--- src/rtl/spi_osd_master.sv ---
// spi_osd_master: SPI mode-0 master for the OSD text-window receiver.
// Frame on one chip-select window:
//   command byte, then C_ADDR_BITS address bits (MSB first),
//   then N>=1 data bytes taken from a valid/ready byte interface.
// Optional feature macro: SPI_OSD_MASTER_READ_EN.
//   Adds the i_rd and i_miso inputs and the o_rdata and o_rvalid outputs.
//   With i_rd=1 the command byte is 0x01.
module spi_osd_master #(
  parameter int C_DIV       = 2,   // SCLK half-period in clk cycles
  parameter int C_ADDR_BITS = 32,  // address width, multiple of 8
  parameter int C_GAP       = 4    // minimum clocks CSN stays high afterwards
) (
  input  logic                   clk,
  input  logic                   reset,
  input  logic                   i_start,
  input  logic [C_ADDR_BITS-1:0] i_addr,
  input  logic [7:0]             i_wdata,
  input  logic                   i_valid,
  input  logic                   i_last,
`ifdef SPI_OSD_MASTER_READ_EN
  input  logic                   i_rd,
  input  logic                   i_miso,
  output logic [7:0]             o_rdata,
  output logic                   o_rvalid,
`endif
  output logic                   o_ready,
  output logic                   o_busy,
  output logic                   o_done,
  output logic                   o_csn,
  output logic                   o_sclk,
  output logic                   o_mosi
);

  localparam int DIV_W = (C_DIV > 1) ? $clog2(C_DIV) : 1;
  localparam int GAP_W = (C_GAP > 1) ? $clog2(C_GAP) : 1;
  localparam int BIT_W = $clog2(C_ADDR_BITS + 1);
  localparam int SR_W  = C_ADDR_BITS + 8;

  typedef enum logic [2:0] {
    S_IDLE,
    S_CMD,
    S_ADDR,
    S_FETCH,
    S_DATA,
    S_HOLD,
    S_GAP
  } state_e;

  state_e           state_q, state_d;
  logic [DIV_W-1:0] div_cnt_q, div_cnt_d;
  logic [BIT_W-1:0] bit_cnt_q, bit_cnt_d;
  logic [GAP_W-1:0] gap_cnt_q, gap_cnt_d;
  // Command+address are loaded together and shifted as one stream.
  // Data bytes are loaded into the top byte.
  // MOSI is always the MSB.
  logic [SR_W-1:0]  sreg_q, sreg_d;
  logic             sclk_q, sclk_d;
  logic             csn_q, csn_d;
  logic             busy_q, busy_d;
  logic             done_q, done_d;
  logic             last_q, last_d;

  logic             bit_tick;
  logic             last_bit;
  logic [7:0]       cmd_byte;

`ifdef SPI_OSD_MASTER_READ_EN
  assign cmd_byte = i_rd ? 8'h01 : 8'h00;
`else
  assign cmd_byte = 8'h00;
`endif

  // End of one SCLK half-period
  assign bit_tick = (div_cnt_q == DIV_W'(C_DIV - 1));

  // Final bit of the current shift phase
  always_comb begin
    last_bit = 1'b0;
    unique case (state_q)
      S_CMD:   last_bit = (bit_cnt_q == BIT_W'(7));
      S_ADDR:  last_bit = (bit_cnt_q == BIT_W'(C_ADDR_BITS - 1));
      S_DATA:  last_bit = (bit_cnt_q == BIT_W'(7));
      default: last_bit = 1'b0;
    endcase
  end

  // Next-state and next-output logic for the transaction FSM and bit engine
  always_comb begin
    // NOTE: every signal gets a default first so no path leaves it unassigned (no latches).
    state_d   = state_q;
    div_cnt_d = div_cnt_q;
    bit_cnt_d = bit_cnt_q;
    gap_cnt_d = gap_cnt_q;
    sreg_d    = sreg_q;
    sclk_d    = sclk_q;
    csn_d     = csn_q;
    busy_d    = busy_q;
    done_d    = 1'b0;
    last_d    = last_q;

    unique case (state_q)
      S_IDLE: begin
        if (i_start) begin
          state_d   = S_CMD;
          busy_d    = 1'b1;
          csn_d     = 1'b0;
          sclk_d    = 1'b0;
          sreg_d    = {cmd_byte, i_addr};
          div_cnt_d = '0;
          bit_cnt_d = '0;
        end
      end

      S_CMD, S_ADDR, S_DATA: begin
        if (bit_tick) begin
          div_cnt_d = '0;
          if (!sclk_q) begin
            sclk_d = 1'b1;
          end else begin
            sclk_d = 1'b0;
            if (last_bit) begin
              bit_cnt_d = '0;
              unique case (state_q)
                S_CMD: begin
                  // The address MSB follows the command without a pause.
                  state_d = S_ADDR;
                  sreg_d  = sreg_q << 1;
                end
                S_ADDR:  state_d = S_FETCH;
                default: state_d = last_q ? S_HOLD : S_FETCH;
              endcase
            end else begin
              bit_cnt_d = bit_cnt_q + BIT_W'(1);
              sreg_d    = sreg_q << 1;
            end
          end
        end else begin
          div_cnt_d = div_cnt_q + DIV_W'(1);
        end
      end

      S_FETCH: begin
        // SCLK parked low and MOSI keeps its last bit until a byte arrives.
        if (i_valid) begin
          state_d   = S_DATA;
          sreg_d    = {i_wdata, C_ADDR_BITS'(0)};
          last_d    = i_last;
          div_cnt_d = '0;
          bit_cnt_d = '0;
        end
      end

      S_HOLD: begin
        if (bit_tick) begin
          div_cnt_d = '0;
          gap_cnt_d = '0;
          csn_d     = 1'b1;
          done_d    = 1'b1;
          sreg_d    = '0;
          state_d   = S_GAP;
        end else begin
          div_cnt_d = div_cnt_q + DIV_W'(1);
        end
      end

      S_GAP: begin
        if (gap_cnt_q == GAP_W'(C_GAP - 1)) begin
          state_d = S_IDLE;
          busy_d  = 1'b0;
        end else begin
          gap_cnt_d = gap_cnt_q + GAP_W'(1);
        end
      end

      default: state_d = S_IDLE;
    endcase
  end

  // State and output registers; reset aborts any transaction on the next edge
  always_ff @(posedge clk) begin
    // NOTE: non-blocking assignments so every register samples pre-edge values.
    if (reset) begin
      state_q   <= S_IDLE;
      div_cnt_q <= '0;
      bit_cnt_q <= '0;
      gap_cnt_q <= '0;
      sreg_q    <= '0;
      sclk_q    <= 1'b0;
      csn_q     <= 1'b1;
      busy_q    <= 1'b0;
      done_q    <= 1'b0;
      last_q    <= 1'b0;
    end else begin
      state_q   <= state_d;
      div_cnt_q <= div_cnt_d;
      bit_cnt_q <= bit_cnt_d;
      gap_cnt_q <= gap_cnt_d;
      sreg_q    <= sreg_d;
      sclk_q    <= sclk_d;
      csn_q     <= csn_d;
      busy_q    <= busy_d;
      done_q    <= done_d;
      last_q    <= last_d;
    end
  end

`ifdef SPI_OSD_MASTER_READ_EN
  logic [6:0] rx_q, rx_d;
  logic [7:0] rdata_q, rdata_d;
  logic       rvalid_q, rvalid_d;
  logic       sample_en;

  // MISO is sampled on the clk edge that raises SCLK during a data byte.
  assign sample_en = (state_q == S_DATA) && bit_tick && !sclk_q;

  // MISO capture into the receive shifter
  always_comb begin
    rx_d     = rx_q;
    rdata_d  = rdata_q;
    rvalid_d = 1'b0;
    if (sample_en) begin
      rx_d = {rx_q[5:0], i_miso};
      if (bit_cnt_q == BIT_W'(7)) begin
        rdata_d  = {rx_q, i_miso};
        rvalid_d = 1'b1;
      end
    end
  end

  // Read data registers
  always_ff @(posedge clk) begin
    if (reset) begin
      rx_q     <= '0;
      rdata_q  <= '0;
      rvalid_q <= 1'b0;
    end else begin
      rx_q     <= rx_d;
      rdata_q  <= rdata_d;
      rvalid_q <= rvalid_d;
    end
  end

  assign o_rdata  = rdata_q;
  assign o_rvalid = rvalid_q;
`endif

  assign o_ready = (state_q == S_FETCH);
  assign o_busy  = busy_q;
  assign o_done  = done_q;
  assign o_csn   = csn_q;
  assign o_sclk  = sclk_q;
  assign o_mosi  = sreg_q[SR_W-1];

endmodule

--- config.mk ---
export PLATFORM = sky130hd
export DESIGN_NAME = spi_osd_master
export DESIGN_NICKNAME = d
export VERILOG_FILES = /design/src/rtl/spi_osd_master.sv
export SDC_FILE = /design/constraint.sdc
export NUM_CORES = 1
export LEC_CHECK = 0
export CAP_MARGIN = 0
export CORE_ASPECT_RATIO = 2
export CORE_UTILIZATION = 53
export DETAILED_ROUTE_END_ITERATION = 10
export PLACE_DENSITY = 0.79
export RECOVER_POWER = 25
export SKIP_CTS_REPAIR_TIMING = 1
export SYNTH_ARGS = -nofsm -noshare
export SYNTH_HDL_FRONTEND = slang
export SYNTH_SLANG_ARGS = --single-unit
--- constraint.sdc ---
create_clock -name clk -period 2.65 [get_ports clk]
set_input_delay 0.53 -clock clk [delete_from_list [all_inputs] [get_ports clk]]
set_output_delay 0.53 -clock clk [all_outputs]
set_load 0.01 [all_outputs]
**Word level (Yosys, flattened, before mapping)**

Cells that the tools add are included.

- $add $sub $neg: 3
- $mul: 0
- Divide/modulo/power cells: 0
- Order comparisons: 0
- Equality and inequality tests: 18
- Shift operators: 0
- Muxes and demuxes: 41
- Bitwise operators: 1
- Reductions and logical operators: 21

Operators with widths:

| operator | count |
|---|---|
| $mux W40 | 7 |
| $pmux W40 S4 | 1 |
| $mux W6 | 5 |
| $mux W3 | 8 |
| $pmux W6 S3 | 1 |
| $ne A2 B2 Y1 const B | 8 |
| $pmux W3 S5 | 1 |
| $reduce_and A3 Y1 | 5 |
| $reduce_and A7 Y1 | 2 |
| $eq A3 B3 Y1 const B | 3 |
| $mux W1 | 9 |
| $pmux W1 S2 | 4 |
| $reduce_bool A2 Y1 | 4 |
| $add A6 B1 Y6 const B | 1 |
| $eq A3 B2 Y1 const B | 2 |
| $eq A6 B3 Y1 const B | 1 |
| $eq A6 B5 Y1 const B | 1 |
| $pmux W3 S2 | 1 |
| $reduce_bool A3 Y1 | 2 |
| $reduce_and A5 Y1 | 1 |
| $mux W2 | 2 |
| $pmux W2 S2 | 1 |
| $reduce_bool A4 Y1 | 1 |
| $reduce_or A2 Y1 | 2 |
| 11 further kinds | 11 |

- Register bits after elaboration: 57
- Latch bits: 0
- RAM bits: 0
- Memory bits (read-only): 0
- Bits of input ports: 45
- Output and inout port bits: 6
- Logic and storage cells: 94
- Memories: 0

**Longest topological paths before layout**

Gate-level depths: netlist of run 1.

- Depth in word-level cells: 7
- Depth in mapped cells: 8
- Gate-level depth less buffers: 6

**Worst setup path before layout of run 1**

Ideal clock, no wire load.

- Path type: reg-to-reg
- Start point: reg bit_cnt_q[0]
- End point: reg sreg_q[30]
- Setup time: 0.146 ns
- Data arrival time: 1.694 ns
- Required time: 2.504 ns
- Path slack: 0.810 ns
- Cell stages (with the launch flop): 8
- Buffers on the path: 1
- Period minus slack after synthesis: 1.840 ns
- Cells stage by stage: dfxtp_1 -> ha_1 -> and3b_1 -> o2111ai_2 -> a211o_1 -> buf_2 -> a21oi_1 -> a211oi_2

- Cells in the longest elaborated chain, start to end: 6
- Elaborated cells on any way between the ends: 9
- Those cells by class: eq/ne: 3; mux: 5; reduce/logical: 1

RTL lines:

| element | RTL line | text |
|---|---|---|
| start, declared | 51 | `logic [BIT_W-1:0] bit_cnt_q, bit_cnt_d;` |
| start signal, assigned | 196 | `bit_cnt_q <= bit_cnt_d;` |
| $eq A6 B3 Y1 / $eq A6 B5 Y1 (equally long branches) | 80, 82, 81 |  |
| $pmux W1 S2 * | 79 | `unique case (state_q)` |
| $mux W40 | 121 | `if (last_bit) begin` |
| $mux W40 | 117 | `if (!sclk_q) begin` |
| $mux W40 | 115 | `if (bit_tick) begin` |
| $pmux W40 S4 | 101 | `unique case (state_q)` |
| end signal, assigned | 198 | `sreg_q <= sreg_d;` |
| end, declared | 56 | `logic [SR_W-1:0] sreg_q, sreg_d;` |

Mark *: on every way between the ends. The rest lies on a longest branch, timed or not. The select of a mux whose other input is x is not followed.
A chain may end at the register's enable or synchronous reset.

**Worst setup path in the final report of run 1**

- Start point: reg state_q[1]
- End point: out o_ready

- Cells in the longest elaborated chain, start to end: 1

RTL lines:

| element | RTL line | text |
|---|---|---|
| start, declared | 49 | `state_e state_q, state_d;` |
| start signal, assigned | 194 | `state_q <= state_d;` |
| $eq A3 B2 Y1 | 247 | `assign o_ready = (state_q == S_FETCH);` |
| end, declared | 26 | `output logic o_ready,` |

Every way passes these cells.

==> results of run 1 <==
## final timing paths
check | to | depth (start not counted) | slack [ns] | from
worst max-delay path | o_ready | 3 | 0.19 | state_q[1]$_SDFFE_PP0P_
worst min-delay path | o_csn$_SDFFE_PP1P_ | 1 | 0.46 | o_csn$_SDFFE_PP1P_
worst max register to register | sreg_q[15]$_SDFFE_PP0P_ | 8 | 0.31 | state_q[0]$_SDFFE_PP0P_
worst min register to register | o_csn$_SDFFE_PP1P_ | 1 | 0.46 | o_csn$_SDFFE_PP1P_
## power breakdown
part	leakage, nW	switching [mW]	internal, mW
clock	0.151	0.386	0.801
sequential	0.470	0.258	1.18
combinational	0.833	1.22	0.937
total	1.45	1.86	2.92
## metrics by stage
stage | worst slack, ns | hold slack (ns) | total power, mW
after floorplan | 0.810 | 0.450 | 3.16
after global placement | 0.275 | 0.447 | 3.54
after detailed placement | 0.255 | 0.459 | 3.61
after CTS | 0.182 | 0.470 | 4.82
after global routing | 0.0760 | 0.501 | 5.12
final | 0.191 | 0.456 | 4.78
## sequential cells by signal, summed over array words and instances (netlist names)
name,flops
sreg_q,40
gap_cnt_q,2
state_q,3
o_done,1
o_busy,1
o_csn,1
bit_tick,1
o_sclk,1
bit_cnt_q,6
last_q,1
## metal layers
layer	global-route usage, %	share of wire [%]	routed length (um)	up-vias
met4	15.7	3.7	270	0
met3	4.78	3.2	231	25
li1	-	-	-	1404
met2	44.4	53	3840	72
met1	27.3	40	2950	1352
met5	0	0	0	-
## final cells by class
class	count	share of cell area [%]
clock buffers	12	6.82
repair buffers	66	16.2
multi-input cells	249	44.3
flip-flops and latches	57	29.2
clock inverters	4	1.28
inverters	2	0.192
well taps	61	1.95
## kinds of logic after synthesis
group | after synthesis | share of synthesized area [%]
AOI/OAI and AO/OA | 159 | 36.5
and+or+nand+nor | 68 | 12.3
DFF | 57 | 36.9
buffers and inverters | 39 | 6.76
muxes | 14 | 5.06
xor gates and xnor gates | 6 | 1.70
adders and majority gates | 2 | 0.809
## synth_stat cells, types with 3 or more instances
cell type | number | area (um2)
sky130_fd_sc_hd__nor2_1 | 26 | 97.6
sky130_fd_sc_hd__xnor2_1 | 5 | 43.8
sky130_fd_sc_hd__nand2_1 | 5 | 18.8
sky130_fd_sc_hd__nor2b_1 | 5 | 31.3
sky130_fd_sc_hd__a21oi_1 | 58 | 290
sky130_fd_sc_hd__dfxtp_1 | 57 | 1140
sky130_fd_sc_hd__mux2_2 | 9 | 101
sky130_fd_sc_hd__buf_1 | 3 | 11.3
sky130_fd_sc_hd__and3_1 | 3 | 18.8
sky130_fd_sc_hd__buf_4 | 6 | 45.0
sky130_fd_sc_hd__buf_6 | 3 | 33.8
sky130_fd_sc_hd__mux2i_1 | 4 | 40.0
sky130_fd_sc_hd__clkbuf_1 | 11 | 41.3
sky130_fd_sc_hd__buf_2 | 14 | 70.1
sky130_fd_sc_hd__a211oi_1 | 31 | 233
sky130_fd_sc_hd__a22oi_1 | 41 | 308
sky130_fd_sc_hd__nor3_1 | 6 | 30.0
sky130_fd_sc_hd__a21o_1 | 3 | 22.5
sky130_fd_sc_hd__o21ai_0 | 3 | 15.0
sky130_fd_sc_hd__a211o_1 | 4 | 35.0
sky130_fd_sc_hd__a211oi_2 | 11 | 138
sky130_fd_sc_hd__nand3_1 | 9 | 45.0
==> impl_metrics.toml, run 1 <==
[sta]
grt_setup_unrepaired = "false"
finalSetupViolCount = 0
timing.fmax_mhz = 407
setup_tns_ns = 0
final_max_slew_viol_count = 0
post_route_clock_skew_ns = 0.00708
worst-slew-pin-transition_ns = 0.931
final_period_utilization_pct = 92.8
timing.final.hold_violations = 0
period_needed_ns = 2.46
max-slew-margin-rel_pct = 37.9

[die]
floorplan.die_area_um2 = 6160
initial_core_util_pct = 54.6
core_region_area_um2 = 5660
fp_rows = 39
io_pins = 51
die_w_um = 56.0
die_height_um = 110

[cells_and_area]
layout_common_cells = "58 x sky130_fd_sc_hd__a21oi_1, 57 x sky130_fd_sc_hd__dfxtp_1, 44 x sky130_fd_sc_hd__clkdlybuf4s50_1, 41 x sky130_fd_sc_hd__a22oi_1, 31 x sky130_fd_sc_hd__a211oi_1"
utilization_pct = 69.0
ratio_of_cells_with_drive_above_1_in_the_final_layout_pct = 15.9
seqCellArea_um2 = 1140
finalInstanceArea_um2 = 3910
area_growth_syn_to_layout_pct = 26.4
multi_input_comb_area_um2 = 1730
layout.cells.most_common = "sky130_fd_sc_hd__a21oi_1"
layout.filler_cells = 457
antenna_diode_count = 0
nets = 432
finish.cell_count_without_fillers = 451

[power]
vdd_ir_drop_max_mv = 1.05
power.static_leakage_nw = 1.45
power_density_nw_per_um2 = 1220

[detailed_routing]
num_vias = 2853
drt_pass1_iterations = 4
wire_per_inst_um = 16.2
dr.first_iter.drc_count = 123
finalWirelength_um = 7300
postRouteAntennaNets = 0
via_count_normalized_by_instance_count = 6.33
post-route-drc-count = 0

[placed_design]
gpl.final_weighted_congestion = 0.857
dp.final_hpwl_um = 4930
post_dp_cell_area_um2 = 3610
place_inst = 435
port_buffers = 50

[synth]
synth_warnings = 0
synthesis.area_um2 = 3090
ys_seq_elements = 57
ys_seq_area_share_pct = 36.9
synth_async_reset_ratio_pct = 0
number_of_enable_type_register_cells_in_the_synthesized_netlist = 0
postSynthCellCount = 345
synth_fp_nets = 392
yosys.cell_types.count = 44
postSynth.topFlopCell = "sky130_fd_sc_hd__dfxtp_1"
post_synth.cell_area_avg_um2 = 8.96

[global_route]
track_usage_pct = 25.1
antenna_found_initial = 0
grt_pass1_vias = 2760
global_route_wire_length_before_repair_um = 12300
overflow = 0
largest_net_degree_at_the_start_of_global_routing = 40

[critical_path]
largest_driver_fanout_on_the_critical_path = 13
category_of_the_most_critical_setup_path = "flip-flop to output port"
critical_path.top_delay_family = "buffers and inverters"
crit_path_max_incr_delay_ns = 0.63
worst_path_slowest_cell = "sky130_fd_sc_hd__dfxtp_1"
cp_data_required_time_ns = 2.12
setup.worst_path.end_class = "output port"
crit_chain = "inv_1 -> nor3_1 -> clkdlybuf4s50_1"
worst-endpoint-arrival_ns = 1.93
worstPathBufferInverterCount = 2
worst_setup_path_start_kind = "flip-flop"

[cts]
worstSkewPairLatency_ns = 0.33
cts_htree_levels = 3
clock_sinks = 57
cts_tree = "done"
clockBufferDepth = 2
clock_tree.root_cell = "sky130_fd_sc_hd__clkbuf_16"
cts.reportedPaths.clkPinSlew_ns = 0.05
cts_made_buffers = 9

[outcome]
run_status = "finished clean"

[worst_hold_path]
hold_path_class = "flip-flop to flip-flop"

[flow_run]
max_cap_viol_count = 0
Power figures use the tool's default switching activity.
==> inputs of run 2 (changes only) <==
--- a/config.mk
+++ b/config.mk
@@ -6,7 +6,7 @@
 export NUM_CORES = 1
 export LEC_CHECK = 0
 export CAP_MARGIN = 0
-export CORE_ASPECT_RATIO = 2
+export CORE_ASPECT_RATIO = 0.8
 export CORE_UTILIZATION = 53
 export DETAILED_ROUTE_END_ITERATION = 10
 export PLACE_DENSITY = 0.79
==> impl_metrics.toml, run 2 (same netlist as run 1, synthesis figures left out) <==
[sta]
timing.final.hold_violations = 0
final_max_slew_viol_count = 0
period_needed_ns = 2.42
timing.fmax_mhz = 413
final_period_utilization_pct = 91.4
worst-slew-pin-transition_ns = 0.775
setup_tns_ns = 0
post_route_clock_skew_ns = 0.00619
finalSetupViolCount = 0
grt_setup_unrepaired = "false"
max-slew-margin-rel_pct = 47.8

[power]
seqPwrFrac_pct = 31.4
power.share.clock_pct = 20.1
power.static_leakage_nw = 1.43
power.total_mw = 4.56
vdd_ir_drop_max_mv = 0.612
power_density_nw_per_um2 = 1190
sw_frac_of_total_pct = 40.7
switching_power_mw = 1.85
share_comb_of_total_power_pct = 48.5
internal_power_mw = 2.70

[cts]
cts_tree = "done"
cts.reportedPaths.clkPinSlew_ns = 0.07
cts_made_buffers = 9
clock_sinks = 57
cts_htree_levels = 3
clock_tree.root_cell = "sky130_fd_sc_hd__clkbuf_8"
clockBufferDepth = 2
worstSkewPairLatency_ns = 0.34

[critical_path]
worst-r2r-setup-slack_ns = 0.32
worst-endpoint-arrival_ns = 1.89
critical_path.startpoint = "state_q[0]$_SDFFE_PP0P_"
worst_path_slowest_cell = "sky130_fd_sc_hd__clkdlybuf4s50_1"
r2r_start = "state_q[2]$_SDFFE_PP0P_"
crit_chain = "buf_4 -> inv_1 -> nor3_1 -> clkdlybuf4s50_1"
setup.worst_path.end_class = "output port"
critical_path.reg2reg.endpoint = "sreg_q[2]$_SDFFE_PP0P_"
category_of_the_most_critical_setup_path = "flip-flop to output port"
crit_path_max_incr_delay_ns = 0.57
cp_data_required_time_ns = 2.12
largest_driver_fanout_on_the_critical_path = 10
worst_setup_path_start_kind = "flip-flop"
number_of_cells_traversed_by_the_worst_register_to_register_path = 6

[detailed_routing]
drt_pass1_iterations = 5
wire_per_inst_um = 16.6
via_count_normalized_by_instance_count = 6.22
postRouteAntennaNets = 0
dr.first_iter.drc_count = 283
post-route-drc-count = 0
num_vias = 2915
finalWirelength_um = 7780

[die]
initial_core_util_pct = 56.0
io_pins = 51
fp_rows = 24
floorplan.die_area_um2 = 6140
core_region_area_um2 = 5530
die_w_um = 87.4
die_height_um = 70.3

[global_route]
largest_net_degree_at_the_start_of_global_routing = 41
antenna_found_initial = 0
track_usage_pct = 26.8
overflow = 0
global_route_wire_length_before_repair_um = 12800
grt_pass1_vias = 2656

[cells_and_area]
seqCellArea_um2 = 1140
layout_top_registers = "sreg_q: 40 flops, bit_cnt_q: 6 flops, state_q: 3 flops"
multi_input_comb_area_um2 = 1730
nets = 433
max_flop_register = "sreg_q"
layout.cells.most_common = "sky130_fd_sc_hd__a21oi_1"
layout_common_cells = "58 x sky130_fd_sc_hd__a21oi_1, 56 x sky130_fd_sc_hd__dfxtp_1, 44 x sky130_fd_sc_hd__clkdlybuf4s50_1, 41 x sky130_fd_sc_hd__a22oi_1, 31 x sky130_fd_sc_hd__a211oi_1"
ratio_of_cells_with_drive_above_1_in_the_final_layout_pct = 15.9
area_growth_syn_to_layout_pct = 24.4
largest_register_ff_count = 40
antenna_diode_count = 0
layout.filler_cells = 470

[worst_hold_path]
hold_path_class = "flip-flop to flip-flop"
worstHoldEndpoint = "o_csn$_SDFFE_PP1P_"
min_delay_path_depth = 1
timing.hold.worst.start = "o_csn$_SDFFE_PP1P_"

[placed_design]
dp.final_hpwl_um = 5060
port_buffers = 50
gpl.final_weighted_congestion = 0.818

[outcome]
run_status = "finished clean"

[flow_run]
max_cap_viol_count = 0
run 2: cell types whose count changed in the layout (fill, tap and decap cells not counted), sizes merged:
cell | previous run | this run
buf | 15 | 17
clkinvlp | 2 | 1
clkbuf | 14 | 12
bufinv | 1 | 2
clkinv | 1 | 2
run 2: critical path: cells and delay by family, from the launching register on:
kind	cells	cell delay [ns]
buffers and inverters	3	0.87
DFF	1	0.45
and+or+nand+nor	1	0.22
run 2: power by group through the flow:
| stage | sequential, mW | clock (mW) | combinational, mW |
|---|---|---|---|
| global route | 1.47 | 0.976 | 2.43 |
| finish | 1.43 | 0.918 | 2.21 |
| floorplan | 1.35 | 0 | 1.81 |
| global placement | 1.42 | 0 | 2.15 |
| CTS | 1.42 | 0.938 | 2.22 |
| detailed placement | 1.43 | 0 | 2.21 |
run 2: cell type report:
| cell class | instances | share of cell area [%] |
|---|---|---|
| tap | 78 | 2.54 |
| timing repair buffer | 67 | 16.8 |
| multi-input combinational | 249 | 44.9 |
| clock buffer | 11 | 3.94 |
| clock inverter | 5 | 2.02 |
| sequential | 57 | 29.7 |
| inverter | 2 | 0.195 |
run 2: how the worst max path moves through the flow:
| stage | slack [ns] | to |
|---|---|---|
| floorplan | 0.81 | sreg_q[30]$_SDFFE_PP0P_ |
| global placement | 0.23 | bit_cnt_q[0]$_SDFFE_PP0P_ |
| detailed placement | 0.14 | bit_cnt_q[1]$_SDFFE_PP0P_ |
| CTS | 0.08 | o_ready |
| global route | 0.09 | o_ready |
| finish | 0.23 | o_ready |
run 2: through the flow:
step | cell area, um2 | setup WS [ns] | std cells | util (%) | hold WS [ns]
detailed placement | 3640 | 0.141 | 453 | 65.9 | 0.476
global route | 3850 | 0.0907 | 469 | 69.6 | 0.528
CTS | 3870 | 0.0767 | 469 | 70.0 | 0.497
floorplan | 3090 | 0.810 | 345 | - | 0.450
global placement | 3640 | 0.230 | 453 | 65.9 | 0.470
finish | 3850 | 0.228 | 469 | 69.6 | 0.483
run 2: layer usage:
metal	vias up	track usage [%]	share of wire, %
li1	1403	-	-
met1	1404	36.1	47
met2	98	41.7	46
met3	10	7.92	6.2
met4	0	7.29	1.1
met5	-	0	0
==> inputs of run 3 (changes only) <==
--- a/config.mk
+++ b/config.mk
@@ -5,11 +5,13 @@
 export SDC_FILE = /design/constraint.sdc
 export NUM_CORES = 1
 export LEC_CHECK = 0
-export CAP_MARGIN = 0
+export ABC_AREA = 1
+export CAP_MARGIN = 20
 export CORE_ASPECT_RATIO = 0.8
-export CORE_UTILIZATION = 53
+export CORE_MARGIN = 3
+export CORE_UTILIZATION = 54
 export DETAILED_ROUTE_END_ITERATION = 10
-export PLACE_DENSITY = 0.79
+export PLACE_DENSITY = 0.8
 export RECOVER_POWER = 25
 export SKIP_CTS_REPAIR_TIMING = 1
 export SYNTH_ARGS = -nofsm -noshare
==> impl_metrics.toml, run 3 <==
[critical_path]
setup.worst_path.end_class = "output port"
worst_setup_path_start_kind = "flip-flop"
worst-endpoint-arrival_ns = 1.92
number_of_cells_traversed_by_the_worst_register_to_register_path = 9
worstPathBufferInverterCount = 1
cp_data_required_time_ns = 2.12
critical_path.top_delay_family = "buffers and inverters"
category_of_the_most_critical_setup_path = "flip-flop to output port"
largest_driver_fanout_on_the_critical_path = 11
crit_chain = "nand2_1 -> nor2_1 -> clkdlybuf4s50_1"
worst-path-stages = 3
crit_path_max_incr_delay_ns = 0.68
worst_path_slowest_cell = "sky130_fd_sc_hd__clkdlybuf4s50_1"

[sta]
finalHoldWorstSlack_ns = 0.460
post_route_clock_skew_ns = 0.00762
finalSetupViolCount = 0
grt_setup_unrepaired = "false"
timing.final.hold_violations = 0
worst-slew-pin-transition_ns = 1.00
final.setup.worst_slack_ns = 0.204
timing.fmax_mhz = 409
max-slew-margin-rel_pct = 33.2
final_period_utilization_pct = 92.3
period_needed_ns = 2.45
final_max_slew_viol_count = 0
setup_tns_ns = 0

[synth]
synth_top_area_cell = "sky130_fd_sc_hd__dfxtp_1"
netlist_top_cells_count = "111 x sky130_fd_sc_hd__nand2_1, 104 x sky130_fd_sc_hd__nor2_1, 82 x sky130_fd_sc_hd__nand3_1, 57 x sky130_fd_sc_hd__dfxtp_1, 21 x sky130_fd_sc_hd__and2_1"
number_of_enable_type_register_cells_in_the_synthesized_netlist = 0
ys_seq_elements = 57
synth_xor_xnor_area_share_pct = 1.09
most_repeated_cell_in_the_gate_level_netlist_after_synthesis = "sky130_fd_sc_hd__nand2_1"
ys_seq_area_share_pct = 35.6
synth_async_reset_ratio_pct = 0
yosys.area_share.simple_pct = 49.6
post_synth_mux_area_share_pct = 0
post-synth-top-area-fraction_pct = 35.6
synth_compound_gate_area_share_pct = 4.69
yosys.cell_types.count = 34
main_combinational_cell_family_by_area_after_synthesis = "simple AND/OR/NAND/NOR gates"
postSynth.topFlopCell = "sky130_fd_sc_hd__dfxtp_1"
post_synth.cell_area_avg_um2 = 6.53
postSynthCellCount = 490
synth-adder-area-share_pct = 0.782
synth_area_leaders = "sky130_fd_sc_hd__dfxtp_1 36%, sky130_fd_sc_hd__nand2_1 13%, sky130_fd_sc_hd__nand3_1 13%"
synth_warnings = 0
synthesis.area_um2 = 3200
synth_fp_nets = 537

[cells_and_area]
utilization_pct = 69.5
multi_input_comb_area_um2 = 1800
layout.filler_cells = 502
max_flop_register = "sreg_q"
area_growth_syn_to_layout_pct = 21.2
finish.cell_count_without_fillers = 611
ratio_of_cells_with_drive_above_1_in_the_final_layout_pct = 7.13
antenna_diode_count = 0
layout.cells.most_common = "sky130_fd_sc_hd__nand2_1"
layout_common_cells = "111 x sky130_fd_sc_hd__nand2_1, 103 x sky130_fd_sc_hd__nor2_1, 82 x sky130_fd_sc_hd__nand3_1, 57 x sky130_fd_sc_hd__dfxtp_1, 44 x sky130_fd_sc_hd__clkdlybuf4s50_1"
seqCellArea_um2 = 1140
largest_register_ff_count = 40
layout_top_registers = "sreg_q: 40 flops, bit_cnt_q: 6 flops, state_q: 3 flops"
finalInstanceArea_um2 = 3880
nets = 575

[power]
power_density_nw_per_um2 = 1150
power.total_mw = 4.48
vdd_ir_drop_max_mv = 0.502
power.static_leakage_nw = 1.72

[die]
die_height_um = 74.9
core_region_area_um2 = 5590
die_w_um = 92.1
io_pins = 51
floorplan.die_area_um2 = 6890
fp_rows = 24
initial_core_util_pct = 57.3

[detailed_routing]
dr.first_iter.drc_count = 224
finalWirelength_um = 7750
post-route-drc-count = 0
via_count_normalized_by_instance_count = 5.19
postRouteAntennaNets = 0
drt_pass1_iterations = 4
wire_per_inst_um = 12.7
num_vias = 3174

[placed_design]
preCtsSetupSlack_ns = 0.377
post_dp_cell_area_um2 = 3710
gpl.final_weighted_congestion = 0.884
dp.final_hpwl_um = 5040
port_buffers = 50
place_inst = 595

[cts]
cts_made_buffers = 9
clock_sinks = 57
clockBufferDepth = 2
cts_tree = "done"
clock_tree.root_cell = "sky130_fd_sc_hd__clkbuf_8"
cts_htree_levels = 3
worstSkewPairLatency_ns = 0.34
cts.reportedPaths.clkPinSlew_ns = 0.06

[worst_hold_path]
min_delay_path_depth = 2
hold_path_class = "flip-flop to flip-flop"

[global_route]
largest_net_degree_at_the_start_of_global_routing = 41
antenna_found_initial = 0
overflow = 0
grt_pass1_vias = 2835
track_usage_pct = 23.5
global_route_wire_length_before_repair_um = 12800

[flow_run]
max_cap_viol_count = 0

[outcome]
run_status = "finished clean"
run 3: cell count changes after synthesis, sizes merged, moves of 10 or more:
cell,change
nand3,+76
inv,+21
a211oi,-42
nor2,+82
nand2,+109
and2,+30
a22oi,-33
a21oi,-51
mux2,-10
run 3: final cells by class:
| type | instances | share of cell area [%] |
|---|---|---|
| Clock inverter | 3 | 0.387 |
| Timing Repair Buffer | 57 | 14.9 |
| Inverter | 24 | 2.32 |
| Clock buffer | 13 | 4.09 |
| Sequential cell | 57 | 29.4 |
| Tap cell | 78 | 2.51 |
| Multi-Input combinational cell | 379 | 46.4 |
run 3: power breakdown:
| group | internal [mW] | total, mW | switching, mW |
|---|---|---|---|
| registers | 1.12 | 1.29 | 0.164 |
| clock network | 0.386 | 0.729 | 0.343 |
| logic | 0.951 | 2.46 | 1.51 |
| total | 2.46 | 4.48 | 2.02 |
run 3: worst register-to-register path, stage by stage, from the launching register on:
cell,delay (ns)
sky130_fd_sc_hd__dfxtp_1,0.53
sky130_fd_sc_hd__inv_1,0.17
sky130_fd_sc_hd__nand3_2,0.17
sky130_fd_sc_hd__nand3_4,0.31
sky130_fd_sc_hd__inv_2,0.56
sky130_fd_sc_hd__nand3_1,0.15
sky130_fd_sc_hd__and2_1,0.18
sky130_fd_sc_hd__nand3_1,0.06
sky130_fd_sc_hd__nand2_1,0.05
sky130_fd_sc_hd__nor2_1,0.08
run 3: cells by family after synthesis:
logic type,after synthesis
simple gates,348
flops,57
fa+ha+maj,2
xor+xnor,4
compound gates,25
buf+inv,54
run 3: path summary, 6_finish.rpt:
path | slack (ns) | end | start
worst max-delay path | 0.20 | o_ready | state_q[0]$_SDFFE_PP0P_
worst min-delay path | 0.46 | o_csn$_SDFFE_PP1P_ | o_csn$_SDFFE_PP1P_
worst max register to register | 0.32 | sreg_q[25]$_SDFFE_PP0P_ | state_q[2]$_SDFFE_PP0P_
worst min register to register | 0.46 | o_csn$_SDFFE_PP1P_ | o_csn$_SDFFE_PP1P_
run 3: per-layer routing:
metal	vias to the layer above	routed length [um]	share of wire [%]	global-route usage, %
met5	-	0	0	0
met4	0	112	1.4	7.74
met3	11	518	6.7	8.49
met2	83	3530	46	38.6
met1	1441	3590	46	29.3
li1	1639	-	-	-
